===== src/rtl/uart_tx_arbiter.sv =====
// Round-robin sequencer sharing one 2-byte UART transmitter among NUM_REQ level requesters.
// Latency: req -> grant edge, tx_en the following cycle; ack one cycle after tx_done, then GAP_CYCLES idle.
// Backpressure: req held until ack; the TX_TIMEOUT_EN build adds a tx_done watchdog and a sticky err.
module uart_tx_arbiter #(
    parameter int NUM_REQ        = 4,
    parameter int GAP_CYCLES     = 2,
    parameter int TIMEOUT_CYCLES = 32
) (
    input  logic                    clk_9k6hz,
    input  logic                    rst_n,
    input  logic [NUM_REQ-1:0]      req,
    input  logic [16*NUM_REQ-1:0]   req_data,
    output logic [NUM_REQ-1:0]      ack,
    output logic [2:0]              grant_id,
    output logic                    busy,
    output logic                    tx_en,
    output logic [15:0]             tx_data,
    input  logic                    tx_done,
    output logic                    err
);

    localparam int         IDW      = $clog2(NUM_REQ);
    localparam logic [3:0] GAP_LAST = 4'(GAP_CYCLES - 1);

    if (NUM_REQ < 2 || NUM_REQ > 8 || GAP_CYCLES < 0 || GAP_CYCLES > 15 || TIMEOUT_CYCLES < 1)
    begin : g_bad_cfg
        $error("uart_tx_arbiter: parameter out of range");
    end

    typedef enum logic [1:0] {IDLE, LAUNCH, BUSY, GAP} state_t;

    state_t           state, state_nxt;
    logic [3:0]       gap_cnt;
    logic             pick_vld;
    logic [IDW-1:0]   pick_idx;
    logic             timeout;
    logic [15:0]      words [NUM_REQ];

    for (genvar i = 0; i < NUM_REQ; i++) begin : g_words
        assign words[i] = req_data[16*i +: 16];
    end

    // Scan downward so the lowest offset past the rr pointer wins.
    always_comb begin
        pick_vld = 1'b0;
        pick_idx = '0;
        for (int k = NUM_REQ; k >= 1; k--) begin
            if (req[IDW'((int'(grant_id) + k) % NUM_REQ)]) begin
                pick_vld = 1'b1;
                pick_idx = IDW'((int'(grant_id) + k) % NUM_REQ);
            end
        end
    end

    always_comb begin
        state_nxt = state;
        case (state)
            IDLE:    if (pick_vld) state_nxt = LAUNCH;
            LAUNCH:  state_nxt = BUSY;
            BUSY:    if (tx_done || timeout) state_nxt = (GAP_CYCLES == 0) ? IDLE : GAP;
            GAP:     if (gap_cnt == GAP_LAST) state_nxt = IDLE;
            default: state_nxt = IDLE;
        endcase
    end

    always_ff @(posedge clk_9k6hz or negedge rst_n) begin
        if (!rst_n) begin
            state    <= IDLE;
            ack      <= '0;
            grant_id <= 3'(NUM_REQ - 1);
            busy     <= 1'b0;
            tx_en    <= 1'b0;
            tx_data  <= 16'h0000;
            gap_cnt  <= 4'd0;
        end else begin
            state   <= state_nxt;
            tx_en   <= (state_nxt == LAUNCH);
            ack     <= '0;
            gap_cnt <= (state == GAP) ? gap_cnt + 4'd1 : 4'd0;
            if (state == IDLE && pick_vld) begin
                grant_id <= 3'(pick_idx);
                tx_data  <= words[pick_idx];
                busy     <= 1'b1;
            end else if (state != IDLE && state_nxt == IDLE) begin
                busy <= 1'b0;
            end
            // A timed-out frame is not acknowledged.
            if (state == BUSY && tx_done)
                ack <= NUM_REQ'(1) << grant_id;
        end
    end

`ifdef TX_TIMEOUT_EN
    localparam logic [15:0] WD_LAST = 16'(TIMEOUT_CYCLES - 1);
    logic [15:0] wd_cnt;

    assign timeout = (state == BUSY) && !tx_done && (wd_cnt == WD_LAST);

    always_ff @(posedge clk_9k6hz or negedge rst_n) begin
        if (!rst_n) begin
            wd_cnt <= 16'd0;
            err    <= 1'b0;
        end else begin
            wd_cnt <= (state == BUSY) ? wd_cnt + 16'd1 : 16'd0;
            if (timeout)
                err <= 1'b1;
        end
    end
`else
    assign timeout = 1'b0;
    assign err     = 1'b0;
`endif

endmodule


===== config.mk =====
export PLATFORM = sky130hd
export DESIGN_NAME = uart_tx_arbiter
export DESIGN_NICKNAME = d
export VERILOG_FILES = /design/src/rtl/uart_tx_arbiter.sv
export SDC_FILE = /design/constraint.sdc
export NUM_CORES = 1
export LEC_CHECK = 0
export CORE_ASPECT_RATIO = 1.2
export CORE_MARGIN = 10
export CORE_UTILIZATION = 43
export DETAILED_ROUTE_END_ITERATION = 8
export PLACE_DENSITY = 0.87
export SYNTH_ARGS = -nofsm -noshare
export SYNTH_HDL_FRONTEND = slang
export SYNTH_SLANG_ARGS = --single-unit

===== constraint.sdc =====
create_clock -name clk_9k6hz -period 6.72 [get_ports clk_9k6hz]
set_input_delay 1.008 -clock clk_9k6hz [delete_from_list [all_inputs] [get_ports clk_9k6hz]]
set_output_delay 1.008 -clock clk_9k6hz [all_outputs]
set_load 0.005 [all_outputs]

# Yosys cells after proc, flatten, opt, wreduce, memory -nomap -nowiden
# Index checks and enable logic that the tools add are counted.
dict set report classes {
  add_sub_neg 5
  muxes 31
  n_eq_ne 5
  n_lt_le_gt_ge 5
  reduce_logical 7
  bitwise_logic 1
  shift 1
}
# op n
set ops {}
lappend ops {{$bmux W16 S2} 1}
lappend ops {{$mux W16} 2}
lappend ops {{$lt A2 B4 Y1 const B} 4}
lappend ops {{$mux W1} 14}
lappend ops {{$mux W2} 7}
lappend ops {{$bmux W1 S2} 4}
lappend ops {{$mux W4} 2}
lappend ops {{$pmux W2 S4} 1}
lappend ops {{$add A2 B1 Y2 const B} 2}
lappend ops {{$add A2 B2 Y2 const B} 2}
lappend ops {{$add A4 B1 Y4 const B} 1}
lappend ops {{$eq A2 B1 Y1 const B} 2}
lappend ops {{$eq A2 B2 Y1 const B} 2}
lappend ops {{$eq A4 B1 Y1 const B} 1}
lappend ops {{$logic_not A2 Y1} 2}
lappend ops {{$reduce_bool A2 Y1} 2}
lappend ops {{$shl A1 B2 Y4 const A} 1}
lappend ops {{$ge A3 B3 Y1 const B} 1}
lappend ops {{$logic_and A1 B1 Y1} 3}
lappend ops {{$not A2 Y3} 1}
dict set report word_totals {
  in_bits 71
  output_inout_bits 26
  elab_cells 62
  regBits 30
}

# Depth between registers and ports, before layout
# Gate-level depths: netlist of the first run.
dict set report logic_depth {
  depth_word 14
  mapped_depth 10
}

# Worst setup path after synthesis of the first run
# Ideal clock, no wire load.
dict set report synth_timing {
  kind {input port to flip-flop}
  from {input req[0]}
  to {register tx_data[0]}
  t_arrival_ps 2474
  cell_stages 7
  path_slack_ps 4143
  path_cell_list {buf_2 > mux4_2 > a21oi_1 > nor2_4 > buf_12 > mux2i_1 > a221oi_1}
}
dict set report synth_via {
  elab_chain_len 11
}
# element line_no
set synth_lines {}
lappend synth_lines {{start: declaration} 11} ;# input logic [NUM_REQ-1:0] req,
lappend synth_lines {{$bmux W1 S2} 48} ;# if (req[IDW'((int'(grant_id) + k) % NUM_REQ)]) begin
lappend synth_lines {{$mux W1 (not written as such) (2 in a row)} 48}
lappend synth_lines {{$mux W2 (4 in a row)} 48}
lappend synth_lines {{$not A2 Y3 (not written as such)} 82} ;# tx_data <= words[pick_idx];
lappend synth_lines {{$bmux W16 S2} 82}
lappend synth_lines {{$mux W16 (not written as such) (2 in a row)} 82}
lappend synth_lines {{end signal: assignment} 82}
lappend synth_lines {{end: declaration} 17} ;# output logic [15:0] tx_data,
# Several ways; a longest one is shown, not always the timed one. The select of a mux whose other input is x is not followed.
# A chain may end at the register's enable or synchronous reset.

# Worst setup path after layout of the first run
dict set report layout_timing {
  from {input req[0]}
  to {register tx_data[7]}
}
# Same word-level chain as after synthesis.

==> results_tabular.tex, run 1 <==
\begin{tabular}{lr}
\hline
Metric & Value \\
\hline
\multicolumn{2}{l}{\textbf{Worst setup path}} \\
\quad Critical path capture point type & register \\
\quad Kind of start point of the critical path & input port \\
\quad CP max stage delay & 0.54 ns \\
\quad Required time of the critical path & 6.89 ns \\
\quad Classification of the worst setup path & input port to register \\
\quad Cell-by-cell trace of the critical path & clkdlybuf4s50\_1 > mux2\_4 > mux2i\_1 > a21oi\_1 > nor2\_4 > buf\_4 > mux2i\_1 > a221oi\_1 \\
\quad Path length in cells of the critical path & 8 \\
\quad Critical path's top delay family & buffers and inverters \\
\quad Worst Reg-to-Reg Cells & 8 \\
\quad Critical Path Fanout Max & 33 \\
\quad Worst path slowest cell & sky130\_fd\_sc\_hd\_\_clkdlybuf4s50\_1 \\
\quad Cell repeated most along the worst path & sky130\_fd\_sc\_hd\_\_mux2i\_1 \\
\quad Buffers and inverters on the worst path & 2 \\
\quad Critical path arrival & 3.27 ns \\
\multicolumn{2}{l}{\textbf{Yosys}} \\
\quad Area of the mapped netlist & 1830 um2 \\
\quad Post-Syn Instances & 172 \\
\quad Average size of a mapped cell & 10.6 um2 \\
\quad Number of warnings reported in the yosys synthesis log & 0 \\
\quad Sequential share of the synthesized area & 0.411 \\
\quad Number of unique standard cell types used by synthesis & 36 \\
\quad Post-synthesis sequential element count & 30 \\
\multicolumn{2}{l}{\textbf{Clock network}} \\
\quad Inserted Clock Buffers & 5 \\
\quad Number of sinks on the clock net & 30 \\
\quad Resized Gates After CTS & 0 \\
\quad TritonCTS clock tree & yes \\
\quad H-Tree Depth & 2 \\
\quad Worst-case clock buffer depth & 2 \\
\quad CTS clk-pin slew, worst paths & 0.06 ns \\
\quad Worst skew pair latency & 0.28 ns \\
\quad Total of hold buffers inserted after clock tree synthesis & 0 \\
\quad Post-CTS Repair Setup Buffers & 0 \\
\quad Clock Tree Root & sky130\_fd\_sc\_hd\_\_clkbuf\_8 \\
\multicolumn{2}{l}{\textbf{Routing}} \\
\quad First-pass DRT Iterations & 4 \\
\quad Residual DRC & 0 \\
\quad Detailed Route Iter0 Violations & 154 \\
\quad Overall via count from detail\_route & 1725 \\
\quad Total wire length & 5.99 mm \\
\quad Detail-routed net length per standard cell & 18.8 um \\
\quad Via/cell ratio & 5.41 \\
\quad Number of antenna-violating nets in the routed design & 0 \\
\multicolumn{2}{l}{\textbf{Floorplanning}} \\
\quad Overall die area & 7280 um2 \\
\quad Number of ports placed on the die boundary & 97 \\
\quad Floorplan row count & 25 \\
\quad Die span in x & 79.6 um \\
\quad Y dimension of the die & 91.5 um \\
\quad Initial standard-cell utilization of the core & 0.454 \\
\quad Floorplan Core Area & 4040 um2 \\
\multicolumn{2}{l}{\textbf{Global route}} \\
\quad Met1 capacity usage during global routing & 0.170 \\
\quad Maximum number of pins on one net before global-route repair & 34 \\
\quad GR Layer Usage met3 & 0.0523 \\
\quad Global-route wire length before repair & 9.14 mm \\
\quad Gr ovfl total & 0 \\
\quad Via count of the first global-routing pass & 1698 \\
\quad GRT Util Overall & 0.160 \\
\quad Met2 Resource Use GR & 0.282 \\
\quad Busiest layer in global routing & met2 \\
\quad Antenna violations before repair & 0 \\
\multicolumn{2}{l}{\textbf{Cells and area}} \\
\quad Commonest cells after routing, fill and taps aside & sky130\_fd\_sc\_hd\_\_clkdlybuf4s50\_1 (94), sky130\_fd\_sc\_hd\_\_mux2i\_1 (35), sky130\_fd\_sc\_hd\_\_nor2\_1 (29) \\
\quad Antenna cell count & 0 \\
\quad Layout overhead on the synthesized area & 58.7\% \\
\quad Area occupied by registers & 753 um2 \\
\quad Share of cells above drive strength 1 & 0.0792 \\
\quad Commonest non-fill, non-tap cell in the layout & sky130\_fd\_sc\_hd\_\_clkdlybuf4s50\_1 \\
\quad Final core occ & 0.720 \\
\quad Area of combinational cells with multiple inputs & 961 um2 \\
\quad Nets & 341 \\
\quad Final-layout fill cell count & 301 \\
\multicolumn{2}{l}{\textbf{STA}} \\
\quad Period utilization & 0.461 \\
\quad Final hold vios & 0 \\
\quad Post-layout min period & 3.10 ns \\
\quad Rel. slew slack & 0.568 \\
\quad Setup repair after global routing missed its margin & no \\
\quad Clock tree skew after final layout & 0.00301 ns \\
\quad Maximum frequency from static timing analysis & 0.323 GHz \\
\quad Number of slew-limit violations in the final report & 0 \\
\quad Final number of setup-violating endpoints & 0 \\
\quad Transition at the pin with the smallest max-transition slack & 0.648 ns \\
\quad Setup TNS & 0 ns \\
\multicolumn{2}{l}{\textbf{Hold path}} \\
\quad Cell depth of the worst min-delay path & 1 \\
\quad Path type of the worst min-delay path & register to register \\
\multicolumn{2}{l}{\textbf{Power and ir drop}} \\
\quad Switching Share & 0.351 \\
\quad Psw & 414 uW \\
\quad Worst supply voltage drop on vdd & 383 uV \\
\quad Total power density per cell area & 406 nW/um2 \\
\quad Fraction of power consumed by sequential logic & 0.275 \\
\quad Int Power & 766 uW \\
\quad Part of the power in the clock network & 0.192 \\
\quad Comb pwr share & 0.532 \\
\quad Static Leak & 0.00129 uW \\
\multicolumn{2}{l}{\textbf{Placed design}} \\
\quad Count of input and output buffers & 94 \\
\quad Detailed placement HPWL & 4.76 mm \\
\quad Routability-driven placement congestion ratio & 0.831 \\
\multicolumn{2}{l}{\textbf{Run status}} \\
\quad Status & finished, final reports clean \\
\multicolumn{2}{l}{\textbf{Flow run}} \\
\quad Max-capacitance violation count & 0 \\
\hline
\end{tabular}
-- cells by family (layout without fill, tap and decap cells) --
family,after synthesis,count (layout),share of synthesized area
compound gates,27,27,0.121
other cells,1,2,0.00205
simple gates,51,51,0.126
xor+xnor,2,2,0.00956
mux,38,38,0.220
flops,30,30,0.411
buf+inv,17,109,0.0690
fa+ha+maj,6,6,0.0410
-- synth_stat cells --
cell type | instances | area (um2)
sky130_fd_sc_hd__a311o_1 | 1 | 10.0
sky130_fd_sc_hd__clkbuf_2 | 1 | 5.00
sky130_fd_sc_hd__nor2b_1 | 2 | 12.5
sky130_fd_sc_hd__nor4_1 | 1 | 6.26
sky130_fd_sc_hd__nand2_1 | 6 | 22.5
sky130_fd_sc_hd__inv_1 | 3 | 11.3
sky130_fd_sc_hd__nor2_1 | 29 | 109
sky130_fd_sc_hd__o211ai_1 | 1 | 7.51
sky130_fd_sc_hd__xnor2_1 | 1 | 8.76
sky130_fd_sc_hd__and2_1 | 5 | 31.3
sky130_fd_sc_hd__nand2b_1 | 1 | 6.26
sky130_fd_sc_hd__nand3_1 | 2 | 10.0
sky130_fd_sc_hd__ha_1 | 6 | 75.1
sky130_fd_sc_hd__mux2i_1 | 35 | 350
sky130_fd_sc_hd__buf_4 | 2 | 15.0
sky130_fd_sc_hd__dfstp_2 | 2 | 52.6
sky130_fd_sc_hd__xor2_1 | 1 | 8.76
sky130_fd_sc_hd__a21bo_2 | 1 | 10.0
sky130_fd_sc_hd__o21ai_0 | 2 | 10.0
sky130_fd_sc_hd__a211oi_1 | 1 | 7.51
sky130_fd_sc_hd__buf_2 | 5 | 25.0
sky130_fd_sc_hd__a221oi_1 | 15 | 131
sky130_fd_sc_hd__buf_12 | 2 | 40.0
sky130_fd_sc_hd__nor2_4 | 1 | 11.3
sky130_fd_sc_hd__clkbuf_1 | 2 | 7.51
sky130_fd_sc_hd__mux4_2 | 1 | 22.5
sky130_fd_sc_hd__o22ai_1 | 1 | 6.26
sky130_fd_sc_hd__nor3_1 | 2 | 10.0
sky130_fd_sc_hd__and3_1 | 2 | 12.5
sky130_fd_sc_hd__buf_6 | 2 | 22.5
sky130_fd_sc_hd__a21oi_1 | 3 | 15.0
sky130_fd_sc_hd__dfrtp_1 | 28 | 701
sky130_fd_sc_hd__conb_1 | 1 | 3.75
sky130_fd_sc_hd__o221ai_1 | 1 | 8.76
sky130_fd_sc_hd__mux2_4 | 2 | 30.0
sky130_fd_sc_hd__a221oi_2 | 1 | 15.0
-- flip-flops by register name (all words and copies together) (netlist names) --
signal	count
tx_data	16
ack	4
gap_cnt	4
grant_id	2
state	2
busy	1
tx_en	1
-- worst paths after layout --
kind,start,endpoint,slack [ns]
min in group asynchronous,rst_n,tx_data[11],1.11
worst max-delay path,req[0],tx_data[7],3.62
max in group asynchronous,rst_n,grant_id[1],5.30
worst min-delay path,gap_cnt[0],gap_cnt[0],0.50
worst max register to register,grant_id[0],tx_data[7],3.86
worst min register to register,gap_cnt[0],gap_cnt[0],0.50
-- power groups by stage --
| stage | Clock [uW] | Combinational, uW | Sequential, uW |
|---|---|---|---|
| 5_1_grt | 239 | 684 | 335 |
| 2_1_floorplan | 0 | 438 | 312 |
| 3_5_place_dp | 0 | 630 | 327 |
| 4_1_cts | 230 | 633 | 325 |
| 3_3_place_gp | 0 | 616 | 326 |
| 6_report | 227 | 629 | 325 |
-- through the flow --
stage	hold slack [ns]	area [um2]	power (uW)	setup slack, ns	cells
after floorplan	0.461	1840	750	4.14	173
after global placement	0.490	2760	942	3.48	311
final	0.496	2910	1180	3.62	319
after detailed placement	0.487	2760	958	3.37	311
after global routing	0.541	2910	1260	3.54	319
after CTS	0.496	2910	1190	3.67	319
-- final cells by class --
cell class                      count  area share
Clock buffer                        6      0.0284
Sequential cell                    30       0.259
Clock inverter                      2      0.0207
Tap cell                           54      0.0232
Multi-Input combinational cell    126       0.331
Timing Repair Buffer               98       0.334
Inverter                            3     0.00387
-- routing by layer --
layer | share of wire | routed length [um]
met3 | 0.080 | 477
met2 | 0.52 | 3130
met5 | 0 | 0
met1 | 0.38 | 2260
met4 | 0.020 | 122
(Power assumes the default switching activity.)
==> run 2, diff against run 1 <==
--- a/config.mk
+++ b/config.mk
@@ -7,9 +7,9 @@
 export LEC_CHECK = 0
 export CORE_ASPECT_RATIO = 1.2
 export CORE_MARGIN = 10
-export CORE_UTILIZATION = 43
+export CORE_UTILIZATION = 36
 export DETAILED_ROUTE_END_ITERATION = 8
-export PLACE_DENSITY = 0.87
+export PLACE_DENSITY = 0.77
 export SYNTH_ARGS = -nofsm -noshare
 export SYNTH_HDL_FRONTEND = slang
 export SYNTH_SLANG_ARGS = --single-unit
==> constraint.sdc (replaced) <==
create_clock -name clk_9k6hz -period 2.5 [get_ports clk_9k6hz]
set_input_delay 0.375 -clock clk_9k6hz [delete_from_list [all_inputs] [get_ports clk_9k6hz]]
set_output_delay 0.375 -clock clk_9k6hz [all_outputs]
set_load 0.005 [all_outputs]
==> results_tabular.tex, run 2 (synthesis gave the netlist of run 1 again) <==
\begin{tabular}{lr}
\hline
Metric & Value \\
\hline
\multicolumn{2}{l}{\textbf{Worst setup path}} \\
\quad Worst path slowest cell & sky130\_fd\_sc\_hd\_\_dfstp\_2 \\
\quad Classification of the worst setup path & register to register \\
\quad Cell-by-cell trace of the critical path & inv\_1 > ha\_4 > mux4\_2 > a21oi\_4 > nor2\_4 > buf\_4 > mux2i\_1 > a221oi\_1 \\
\quad Critical path's top delay family & compound AO/OA/AOI/OAI gates \\
\quad Kind of start point of the critical path & register \\
\quad Reg-to-reg startpoint & grant\_id[1] \\
\quad Critical Path Fanout Max & 8 \\
\quad Path length in cells of the critical path & 8 \\
\quad Critical path capture point type & register \\
\quad Worst Reg-to-Reg Cells & 8 \\
\quad CP max stage delay & 0.53 ns \\
\quad Buffers and inverters on the worst path & 2 \\
\quad Critical path origin & grant\_id[1] \\
\quad Required time of the critical path & 2.68 ns \\
\quad Critical path arrival & 2.55 ns \\
\multicolumn{2}{l}{\textbf{Clock network}} \\
\quad Inserted Clock Buffers & 5 \\
\quad H-Tree Depth & 2 \\
\quad Total of hold buffers inserted after clock tree synthesis & 0 \\
\quad Worst skew pair latency & 0.29 ns \\
\quad TritonCTS clock tree & yes \\
\quad Number of sinks on the clock net & 30 \\
\quad CTS clk-pin slew, worst paths & 0.07 ns \\
\quad Worst-case clock buffer depth & 2 \\
\quad Clock Tree Root & sky130\_fd\_sc\_hd\_\_clkbuf\_8 \\
\multicolumn{2}{l}{\textbf{Cells and area}} \\
\quad Share of cells above drive strength 1 & 0.148 \\
\quad Commonest cells after routing, fill and taps aside & sky130\_fd\_sc\_hd\_\_clkdlybuf4s50\_1 (94), sky130\_fd\_sc\_hd\_\_mux2i\_1 (35), sky130\_fd\_sc\_hd\_\_nor2\_1 (29) \\
\quad Most flops, register & tx\_data \\
\quad Largest registers & tx\_data: 16 flops, ack: 4 flops, gap\_cnt: 4 flops \\
\quad Final-layout fill cell count & 420 \\
\quad Nets & 360 \\
\quad Final instance area & 3090 um2 \\
\quad Non-filler cells in the finished layout & 344 \\
\quad Layout overhead on the synthesized area & 68.6\% \\
\quad Antenna cell count & 0 \\
\quad Commonest non-fill, non-tap cell in the layout & sky130\_fd\_sc\_hd\_\_clkdlybuf4s50\_1 \\
\quad Number of flip-flops under the largest register name & 16 \\
\multicolumn{2}{l}{\textbf{Routing}} \\
\quad First-pass DRT Iterations & 4 \\
\quad Number of antenna-violating nets in the routed design & 0 \\
\quad Residual DRC & 0 \\
\quad Overall via count from detail\_route & 1781 \\
\quad Detailed Route Iter0 Violations & 61 \\
\quad Total wire length & 6.31 mm \\
\quad Via/cell ratio & 5.18 \\
\quad Detail-routed net length per standard cell & 18.3 um \\
\multicolumn{2}{l}{\textbf{Placed design}} \\
\quad Area post-placement & 2890 um2 \\
\quad Detailed placement HPWL & 4.61 mm \\
\quad Count of input and output buffers & 94 \\
\quad Cell total after placement & 331 \\
\quad Routability-driven placement congestion ratio & 0.874 \\
\multicolumn{2}{l}{\textbf{STA}} \\
\quad Post-layout min period & 2.36 ns \\
\quad Number of slew-limit violations in the final report & 0 \\
\quad Clock tree skew after final layout & 0.00730 ns \\
\quad Maximum frequency from static timing analysis & 0.423 GHz \\
\quad Setup repair after global routing missed its margin & no \\
\quad Final hold vios & 0 \\
\quad Period utilization & 0.946 \\
\quad Setup TNS & 0 ns \\
\quad Final number of setup-violating endpoints & 0 \\
\multicolumn{2}{l}{\textbf{Floorplanning}} \\
\quad Initial standard-cell utilization of the core & 0.371 \\
\quad Overall die area & 8350 um2 \\
\quad Floorplan Core Area & 4940 um2 \\
\quad Floorplan row count & 28 \\
\quad Die span in x & 85.1 um \\
\quad Y dimension of the die & 98.1 um \\
\quad Number of ports placed on the die boundary & 97 \\
\multicolumn{2}{l}{\textbf{Global route}} \\
\quad Gr ovfl total & 0 \\
\quad Via count of the first global-routing pass & 1906 \\
\quad GRT Util Overall & 0.149 \\
\quad Global-route wire length before repair & 10.1 mm \\
\quad Maximum number of pins on one net before global-route repair & 31 \\
\quad Antenna violations before repair & 0 \\
\multicolumn{2}{l}{\textbf{Power and ir drop}} \\
\quad Total power density per cell area & 1080 nW/um2 \\
\quad Worst supply voltage drop on vdd & 621 uV \\
\quad Static Leak & 0.00138 uW \\
\multicolumn{2}{l}{\textbf{Flow run}} \\
\quad Max-capacitance violation count & 0 \\
\multicolumn{2}{l}{\textbf{Hold path}} \\
\quad Path type of the worst min-delay path & input port to asynchronous set/reset pin \\
\multicolumn{2}{l}{\textbf{Run status}} \\
\quad Status & finished, final reports clean \\
\hline
\end{tabular}
## run 2: cell types whose count changed in the layout (fill, tap and decap cells not counted), sizes merged
| cell | before | now |
|---|---|---|
| buf | 4 | 22 |
| bufinv | 2 | 0 |
| clkbuf | 6 | 7 |
| clkinv | 0 | 1 |
| nor2 | 30 | 31 |
## run 2: per-stage QoR
step / worst slack (ns) / power (uW) / util / hold slack (ns)
final: 0.135 / 3350 / 0.625 / 0.483
after global routing: 0.0341 / 3580 / 0.625 / 0.506
after CTS: 0.0211 / 3320 / 0.621 / 0.490
after detailed placement: -0.508 / 2660 / 0.585 / 0.511
after global placement: -0.417 / 2610 / 0.585 / 0.490
after floorplan: 0.0773 / 2020 / - / 0.0794
## run 2: final cells by class
class / instances / area [um2] / area share
inverter: 3 / 11.3 / 0.00365
sequential: 30 / 753 / 0.244
clock inverter: 1 / 5.00 / 0.00162
tap: 60 / 75.1 / 0.0243
clock buffer: 7 / 86.3 / 0.0279
multi-input combinational: 127 / 1000 / 0.324
timing repair buffer: 116 / 1160 / 0.374
## run 2: final timing paths
| check | slack (ns) | endpoint |
|---|---|---|
| hold / removal | 0.48 | tx_data[2] |
| max in group asynchronous | 1.69 | grant_id[1] |
| hold reg to reg | 0.52 | busy |
| min in group clk_9k6hz | 0.52 | busy |
| setup / recovery | 0.14 | tx_data[8] |
| setup reg to reg | 0.14 | tx_data[8] |
## run 2: report_power, final
group	switching (uW)	leakage (uW)	total (uW)	internal, uW
clock network	182	0.0000482	403	222
registers	119	0.000353	819	700
logic	928	0.000978	2120	1200
total	1230	0.00138	3350	2120
## run 2: what timing repair did
item / 4_1_cts / 5_1_grt
cloned: 1 / 0
endpoints found under the setup margin: 17 / 16
buffers inserted: 4 / 0
pin swaps: 2 / 1
resized for setup: 3 / 3
endpoints found under the hold margin: 0 / 0
## run 2: worst reg2reg max path: cells and delay by family, from the launching register on
family / cells / cell delay, ns
AO/OA/AOI/OAI: 2 / 0.59
flip-flops: 1 / 0.53
multiplexers: 2 / 0.48
adder cells (fa/ha/maj): 1 / 0.32
buffers and inverters: 2 / 0.28
AND/OR/NAND/NOR: 1 / 0.07
## run 2: metal layers
metal | global-route usage | vias up | wire length, um | share of wire
met5 | 0 | - | 0 | 0
met4 | 0.0685 | 0 | 178 | 0.028
met3 | 0.0457 | 14 | 433 | 0.069
met2 | 0.245 | 79 | 3090 | 0.49
met1 | 0.171 | 850 | 2610 | 0.41
li1 | - | 838 | - | -
